### src/rtl/dmem_arb_pkg.sv
// Shared types and default sizing for the data-memory arbiter.
// owner_t tags which port performed the most recent memory access.
package dmem_arb_pkg;

  localparam int DEF_ADDR_W   = 8;
  localparam int DEF_DATA_W   = 8;
  localparam int DEF_MAX_WAIT = 4;
  localparam int WAIT_CNT_W   = 4;

  typedef enum logic [1:0] {
    OWN_NONE = 2'd0,
    OWN_CORE = 2'd1,
    OWN_HOST = 2'd2
  } owner_t;

endpackage

### src/rtl/arb_wait_counter.sv
// Host starvation counter: counts consecutive cycles the host has been refused,
// saturating at MAX_WAIT; sat tells the arbiter to hand the next slot to the host.
module arb_wait_counter
  import dmem_arb_pkg::*;
#(
  parameter int MAX_WAIT = DEF_MAX_WAIT
) (
  input  logic                  clk,
  input  logic                  rst_n,
  input  logic                  inc,
  input  logic                  clr,
  output logic [WAIT_CNT_W-1:0] cnt,
  output logic                  sat
);

  localparam logic [WAIT_CNT_W-1:0] MAX_CNT = WAIT_CNT_W'(MAX_WAIT);

  logic [WAIT_CNT_W-1:0] cnt_q;
  logic [WAIT_CNT_W-1:0] cnt_d;

  // Clear wins over increment so a granted host always restarts from zero.
  always_comb begin
    cnt_d = cnt_q;
    if (clr) begin
      cnt_d = '0;
    end else if (inc && (cnt_q != MAX_CNT)) begin
      cnt_d = cnt_q + WAIT_CNT_W'(1);
    end
  end

  always_ff @(posedge clk or negedge rst_n) begin
    if (!rst_n) begin
      cnt_q <= '0;
    end else begin
      cnt_q <= cnt_d;
    end
  end

  assign cnt = cnt_q;
  assign sat = (cnt_q == MAX_CNT);

endmodule

### src/rtl/dmem_arbiter.sv
// Two-port (core/host) arbiter onto a single-port data memory with a
// combinational grant, core priority and a host anti-starvation override.
module dmem_arbiter
  import dmem_arb_pkg::*;
#(
  parameter int ADDR_W   = DEF_ADDR_W,
  parameter int DATA_W   = DEF_DATA_W,
  parameter int MAX_WAIT = DEF_MAX_WAIT
) (
  input  logic              CLK,
  input  logic              RST_N,
  input  logic              core_req,
  input  logic              core_we,
  input  logic [ADDR_W-1:0] core_addr,
  input  logic [DATA_W-1:0] core_wdata,
  output logic              core_gnt,
  output logic              core_rvalid,
  output logic [DATA_W-1:0] core_rdata,
  input  logic              host_req,
  input  logic              host_we,
  input  logic [ADDR_W-1:0] host_addr,
  input  logic [DATA_W-1:0] host_wdata,
  output logic              host_gnt,
  output logic              host_rvalid,
  output logic [DATA_W-1:0] host_rdata,
  output logic              mem_en,
  output logic              mem_we,
  output logic [ADDR_W-1:0] mem_addr,
  output logic [DATA_W-1:0] mem_wdata,
  input  logic [DATA_W-1:0] mem_rdata
);

  // Handshake: a requester holds req/we/addr/wdata stable until it sees gnt
  // high at a rising edge; that edge performs exactly one access. Reads return
  // rdata with a one-cycle rvalid pulse on the following cycle.

  logic                  core_win;
  logic                  host_win;
  logic                  wait_sat;
  logic [WAIT_CNT_W-1:0] wait_cnt;

  logic                  core_rvalid_q, core_rvalid_d;
  logic                  host_rvalid_q, host_rvalid_d;
  logic [DATA_W-1:0]     core_rdata_q,  core_rdata_d;
  logic [DATA_W-1:0]     host_rdata_q,  host_rdata_d;
  owner_t                last_owner_q,  last_owner_d;

  // Reset gates the grant so nothing reaches the memory while RST_N is low.
  always_comb begin
    host_win = RST_N && host_req && (!core_req || wait_sat);
    core_win = RST_N && core_req && !host_win;
  end

  assign core_gnt = core_win;
  assign host_gnt = host_win;

  arb_wait_counter #(
    .MAX_WAIT (MAX_WAIT)
  ) u_wait (
    .clk   (CLK),
    .rst_n (RST_N),
    .inc   (host_req && !host_win),
    .clr   (host_win || !host_req),
    .cnt   (wait_cnt),
    .sat   (wait_sat)
  );

  always_comb begin
    mem_en    = 1'b0;
    mem_we    = 1'b0;
    mem_addr  = '0;
    mem_wdata = '0;
    if (core_win) begin
      mem_en    = 1'b1;
      mem_we    = core_we;
      mem_addr  = core_addr;
      mem_wdata = core_wdata;
    end else if (host_win) begin
      mem_en    = 1'b1;
      mem_we    = host_we;
      mem_addr  = host_addr;
      mem_wdata = host_wdata;
    end
  end

  always_comb begin
    core_rvalid_d = core_win && !core_we;
    host_rvalid_d = host_win && !host_we;
    core_rdata_d  = core_rvalid_d ? mem_rdata : core_rdata_q;
    host_rdata_d  = host_rvalid_d ? mem_rdata : host_rdata_q;
    last_owner_d  = last_owner_q;
    if (core_win) begin
      last_owner_d = OWN_CORE;
    end else if (host_win) begin
      last_owner_d = OWN_HOST;
    end
  end

  always_ff @(posedge CLK or negedge RST_N) begin
    if (!RST_N) begin
      core_rvalid_q <= 1'b0;
      host_rvalid_q <= 1'b0;
      core_rdata_q  <= '0;
      host_rdata_q  <= '0;
      last_owner_q  <= OWN_NONE;
    end else begin
      core_rvalid_q <= core_rvalid_d;
      host_rvalid_q <= host_rvalid_d;
      core_rdata_q  <= core_rdata_d;
      host_rdata_q  <= host_rdata_d;
      last_owner_q  <= last_owner_d;
    end
  end

  assign core_rvalid = core_rvalid_q;
  assign host_rvalid = host_rvalid_q;
  assign core_rdata  = core_rdata_q;
  assign host_rdata  = host_rdata_q;

endmodule

### config.mk
export PLATFORM = sky130hd
export DESIGN_NAME = dmem_arbiter
export DESIGN_NICKNAME = d
export VERILOG_FILES = /design/src/rtl/dmem_arb_pkg.sv /design/src/rtl/arb_wait_counter.sv /design/src/rtl/dmem_arbiter.sv
export SDC_FILE = /design/constraint.sdc
export NUM_CORES = 1
export LEC_CHECK = 0
export CORE_MARGIN = 8
export CORE_UTILIZATION = 37
export CTS_CLUSTER_DIAMETER = 40
export CTS_CLUSTER_SIZE = 20
export DETAILED_ROUTE_END_ITERATION = 10
export GPL_ROUTABILITY_DRIVEN = 1
export PLACE_DENSITY = 0.86
export SYNTH_ARGS = -nofsm -noshare
export SYNTH_HDL_FRONTEND = slang
export SYNTH_HIERARCHICAL = 1
export SYNTH_SLANG_ARGS = --single-unit
### constraint.sdc
create_clock -name CLK -period 5.7 [get_ports CLK]
set_input_delay 0.57 -clock CLK [delete_from_list [all_inputs] [get_ports CLK]]
set_output_delay 0.57 -clock CLK [all_outputs]
set_load 0.02 [all_outputs]
==> flow_summary.yaml <==
status:
  outcome: "completed"
die:
  io_pins: 84
  num_rows: 20
  die_area_um2: 5170
  die_h_um: 71.9
  core_um2: 3000
  start_util_pct: 38.5
  die_x_um: 71.9
power_and_ir_drop:
  fin_total_pwr_uw: 516
  p_per_area_nw_per_um2: 249
  ir_drop_v: 0.000180
  p_leak_nw: 0.889
grt:
  grt_pass1_wl_um: 6650
  grt-ovfl-total: 0
  grt_use_total_pct: 16.7
  top_usage_layer: "met2"
  met1_usage_pct: 19.1
  grt_max_degree: 27
  grt_pass1_vias: 1159
  met2_usage_pct: 27.5
  antenna_found_initial: 0
  grtUsageMet3_pct: 6.06
sta:
  fin_worst_skew_ps: 6.87
  fin_crit_sh_pct: 62.6
  setup_ws_ps: 2130
  slew_violations: 0
  worst_slew_pin_slew_ps: 739
  fin_crit_ps: 3570
  fmax_mhz: 280
  whs_ps: 522
  rsz0062_at_grt: "no"
  hold_viol_final: 0
  relSlewSlack_pct: 50.8
  fin_setup_tns_ps: 0
  setup_viol: 0
clocking:
  post_cts_resized: 0
  cts_tree: "built"
  post_cts_buffers: 0
  cts_buffers: 3
  cts.sinks: 22
  path_clk_slew_ps: 120
  clock_latency_ps: 310
  cts_buffer_depth: 2
  cts-htree-levels: 1
  root_buffer: "clkbuf_4"
  hold_buffers: 0
synthesis:
  yosysWarnings: 6
  ys_ff_latch: 22
  synth_area_per_cell_um2: 12.7
  synth_nets: 139
  synth_edf_count: 0
  ys_seq_area_share_pct: 47.6
  synthCells: 91
  ys.flop_type: "dfrtp_1"
  syn_area_um2: 1160
  async_reset_ff_share_pct: 100
  synth_cell_types: 26
setup_path:
  rrSetupSlack_ps: 3390
  worst-setup-path-type: "input pin to output port"
  cpMaxStageDelayCell: "clkdlybuf4s50_1"
  worstSetupEndpointType: "output port"
  crit_path_cell_trace: "clkdlybuf4s50_1 > buf_4 > nand2_1 > a21oi_2 > a22o_1 > clkdlybuf4s50_1"
  startpoint_type: "input pin"
  crit_top_cell: "clkdlybuf4s50_1"
  cp.required_ps: 5130
  max_stage_delay_ps: 610
  cp_max_fo: 26
  critical_path_arrival_ps: 3000
layout:
  nFillCells: 233
  insertedDiodeCount: 0
  layout-drive-gt1-share_pct: 16.5
  final_nets: 225
  final_area_um2: 2070
  multi_input_area_um2: 561
  layout.cells.most_common_list: "83 x clkdlybuf4s50_1, 22 x dfrtp_1, 16 x a22o_1, 8 x mux2_4, 8 x mux2_2"
  areaGrowthSynthToFinish_pct: 79.0
  final_common_cell: "clkdlybuf4s50_1"
  regArea_um2: 551
routing:
  wl_um: 4290
  wire_per_inst_um: 20.5
  ant_nets: 0
  dr.first_iter.drc_count: 39
  vias: 1099
  viasPerCell: 5.26
  drc: 0
  dr.pass1.iters: 4
placement:
  place.gp.congestion: 0.848
  place_ws_ps: 2110
  port_buffers: 83
  placed_cell_area_um2: 2020
  dp_hpwl_um: 3530
run:
  maxCapViolations: 0
min_path:
  min_path_type: "flop to flop"
==> per-stage QoR <==
| stage | std cells | utilization (%) |
|---|---|---|
| floorplan | 91 | - |
| global placement | 205 | 67.2 |
| detailed placement | 205 | 67.2 |
| CTS | 209 | 68.9 |
| global route | 209 | 68.9 |
| finish | 209 | 68.9 |
==> synthesized netlist by cell type (all sizes together) (2+ instances only) <==
cell | number | area [µm²]
a22o | 16 | 140
ha | 2 | 25.0
buf | 4 | 26.3
mux2 | 16 | 210
nand2 | 3 | 13.8
o21a | 2 | 15.0
a21o | 2 | 17.5
inv | 5 | 18.8
nand3 | 3 | 15.0
a21oi | 6 | 33.8
dfrtp | 22 | 551
==> final timing paths <==
kind / from / to / cells after the start
min in group asynchronous: RST_N / core_rvalid / 2
setup reg to reg: u_wait/cnt[0] / u_wait/cnt[3] / 10
hold / removal: core_rdata[4] / core_rdata[4] / 1
setup / recovery: RST_N / mem_addr[7] / 6
hold reg to reg: core_rdata[4] / core_rdata[4] / 1
max in group asynchronous: RST_N / u_wait/cnt[0] / 2
==> logic make-up (layout without fill, tap and decap cells) <==
kind of cell	count (synthesis)	after routing	share of synthesized area, %
adder cells (fa/ha/maj)	2	2	2.16
multiplexers	16	16	18.2
AND/OR/NAND/NOR	14	14	7.79
AO/OA/AOI/OAI	28	28	20.3
buffers and inverters	9	94	3.89
flip-flops	22	22	47.6
==> critical path: cells and delay by family <==
| family | cells | cell delay, ps |
|---|---|---|
| buffers and inverters | 3 | 1370 |
| AO/OA/AOI/OAI | 2 | 860 |
| AND/OR/NAND/NOR | 1 | 190 |
==> layer usage <==
layer	part of all wire [%]	vias up	wire length (µm)
li1	-	515	-
met1	42	514	1800
met2	46	64	1970
met3	9.9	6	423
met4	2.1	0	91
met5	0	-	0
==> state kept, by name (all words and copies together), names as in the netlist <==
register and cells:
core_rdata 8, host_rdata 8, u_wait/cnt 4, core_rvalid 1
host_rvalid 1
==> where the power goes <==
group / leakage (nW) / internal (mW) / switching, mW / total [mW]
Clock: 0.0279 / 0.0712 / 0.0455 / 0.117
Sequential: 0.273 / 0.181 / 0.0148 / 0.196
Combinational: 0.588 / 0.116 / 0.0870 / 0.203
Total: 0.889 / 0.368 / 0.147 / 0.516
==> final cells by class <==
class	instances	area share (%)
inverter	5	0.907
sequential	22	26.6
multi-input combinational	60	27.1
clock inverter	1	1.45
clock buffer	3	1.09
tap	33	2.00
timing repair buffer	85	40.9
No activity file was read; power rests on OpenSTA's default activity.
==> patch (same settings) <==
Set the package constant `DEF_DATA_W` to 12 (it was 8).
--- a/src/rtl/dmem_arb_pkg.sv
+++ b/src/rtl/dmem_arb_pkg.sv
@@ -3,7 +3,7 @@
 package dmem_arb_pkg;
 
   localparam int DEF_ADDR_W   = 8;
-  localparam int DEF_DATA_W   = 8;
+  localparam int DEF_DATA_W   = 12;
   localparam int DEF_MAX_WAIT = 4;
   localparam int WAIT_CNT_W   = 4;
 
Ports: changed (6 resized); port bits go from 84 to 108. No check against the original RTL was run, so the function may have changed too.
==> patch against the unedited design <==
Final area up 30%. Critical path depth unchanged. First-iteration DRC count down 23%. Die area up 21%. Power up 39%. Sequential share of layout area up 1.3 points. Count of clock-buffer cells in the layout up 4. Worst setup slack better by 180 ps. Largest cell class unchanged. Wire length up 21%. Sequential cell count up 8. Non-clock buffer count up 25. Synthesized cell count up 24%. Area after synthesis up 28%.
==> patch: results (changes against the unedited design) <==
[cells_and_area]
final_design_area_no_fill_sq_mm = 0.00269  ; was 0.00207 sq mm
fill_cells = 284  ; was 233
non_clock_buffer_area_share = 0.407  ; was 0.409
multi_input_area_sq_um = 671  ; was 561 sq um
drive_gt1_frac = 0.173  ; was 0.165

[worst_setup_path]
rr_endpoint = core_rdata[11]  ; was u_wait/cnt[3]
cp_max_fo = 34  ; was 26
reg2reg_setup_slack_ps = 3420  ; was 3390 ps
crit_path_end = mem_we  ; was mem_addr[7]

[placed_design]
pre_cts_ws_ps = 2240  ; was 2110 ps
buffer_ports.inserted = 107  ; was 83
hpwlAfterDp_mm = 4.10  ; was 3.53 mm
globalplace.congestion = 0.918  ; was 0.848

[drt]
route.detailed.vias_per_inst = 5.04  ; was 5.26
routed-wl-met2_mm = 2.56  ; was 1.97 mm
routed_length_on_met1_mm = 2.03  ; was 1.80 mm
dr_wl_met3_microns = 553  ; was 423 microns
detail_route.iter0.violations = 30  ; was 39

[synthesis]
ranking_of_synthesized_cells_by_area = sky130_fd_sc_hd__dfrtp_1, sky130_fd_sc_hd__mux2_2, sky130_fd_sc_hd__a22o_1  ; was sky130_fd_sc_hd__dfrtp_1, sky130_fd_sc_hd__a22o_1, sky130_fd_sc_hd__mux2_4
synth-compound-area-share = 0.175  ; was 0.203
post_synthesis_net_count = 173  ; was 139
multiplexer_share_of_the_synthesized_area = 0.203  ; was 0.182
postSynthAreaPerCell_sq_um = 13.1  ; was 12.7 sq um
synth_area_sq_mm = 0.00148  ; was 0.00116 sq mm

[timing]
hold_ws_ps = 506  ; was 522 ps
worstMarginPinSlew_ps = 1070  ; was 739 ps

[cts]
htreeDepth = 2  ; was 1
cts_made_buffers = 5  ; was 3
clkSlewWorstSetupHoldPaths_ps = 60  ; was 120 ps
cts_root_buf = sky130_fd_sc_hd__clkbuf_8  ; was sky130_fd_sc_hd__clkbuf_4
tritoncts_num_sinks = 30  ; was 22

[power_and_ir_drop]
total_leakage_power_nw = 1.15  ; was 0.889 nW
irDropWorstVdd_v = 0.000244  ; was 0.000180 V

[grt]
grt_start_max_net_pins = 35  ; was 27
grt_util_met2 = 0.265  ; was 0.275
met1_usage = 0.183  ; was 0.191
wire_length_of_the_first_global_routing_pass_mm = 7.86  ; was 6.65 mm

[run_status]
status = completed  ; unchanged

[patch: how the worst min path moves through the flow]
stage                         from             end  depth (start not counted)
finish               core_rdata[1]   core_rdata[1]                          1
global route        core_rdata[10]  core_rdata[10]                          1
CTS                  core_rdata[0]   core_rdata[0]                          1
detailed placement   host_rdata[4]   host_rdata[4]                          1
global placement     host_rdata[2]   host_rdata[2]                          1
floorplan                    RST_N   core_rdata[0]                          0
[patch: worst max-delay path: cells and delay by family]
kind,cells,cell delay [ps]
buf+inv,3,1370
compound gates,2,740
simple gates,1,120
[patch: power groups by stage]
| stage | logic, mW | registers, mW | clock network [mW] |
|---|---|---|---|
| 2_1_floorplan | 0.0753 | 0.317 | 0 |
| 3_3_place_gp | 0.272 | 0.272 | 0 |
| 3_5_place_dp | 0.275 | 0.273 | 0 |
| 6_report | 0.272 | 0.272 | 0.172 |
| 5_1_grt | 0.287 | 0.276 | 0.187 |
| 4_1_cts | 0.276 | 0.272 | 0.175 |
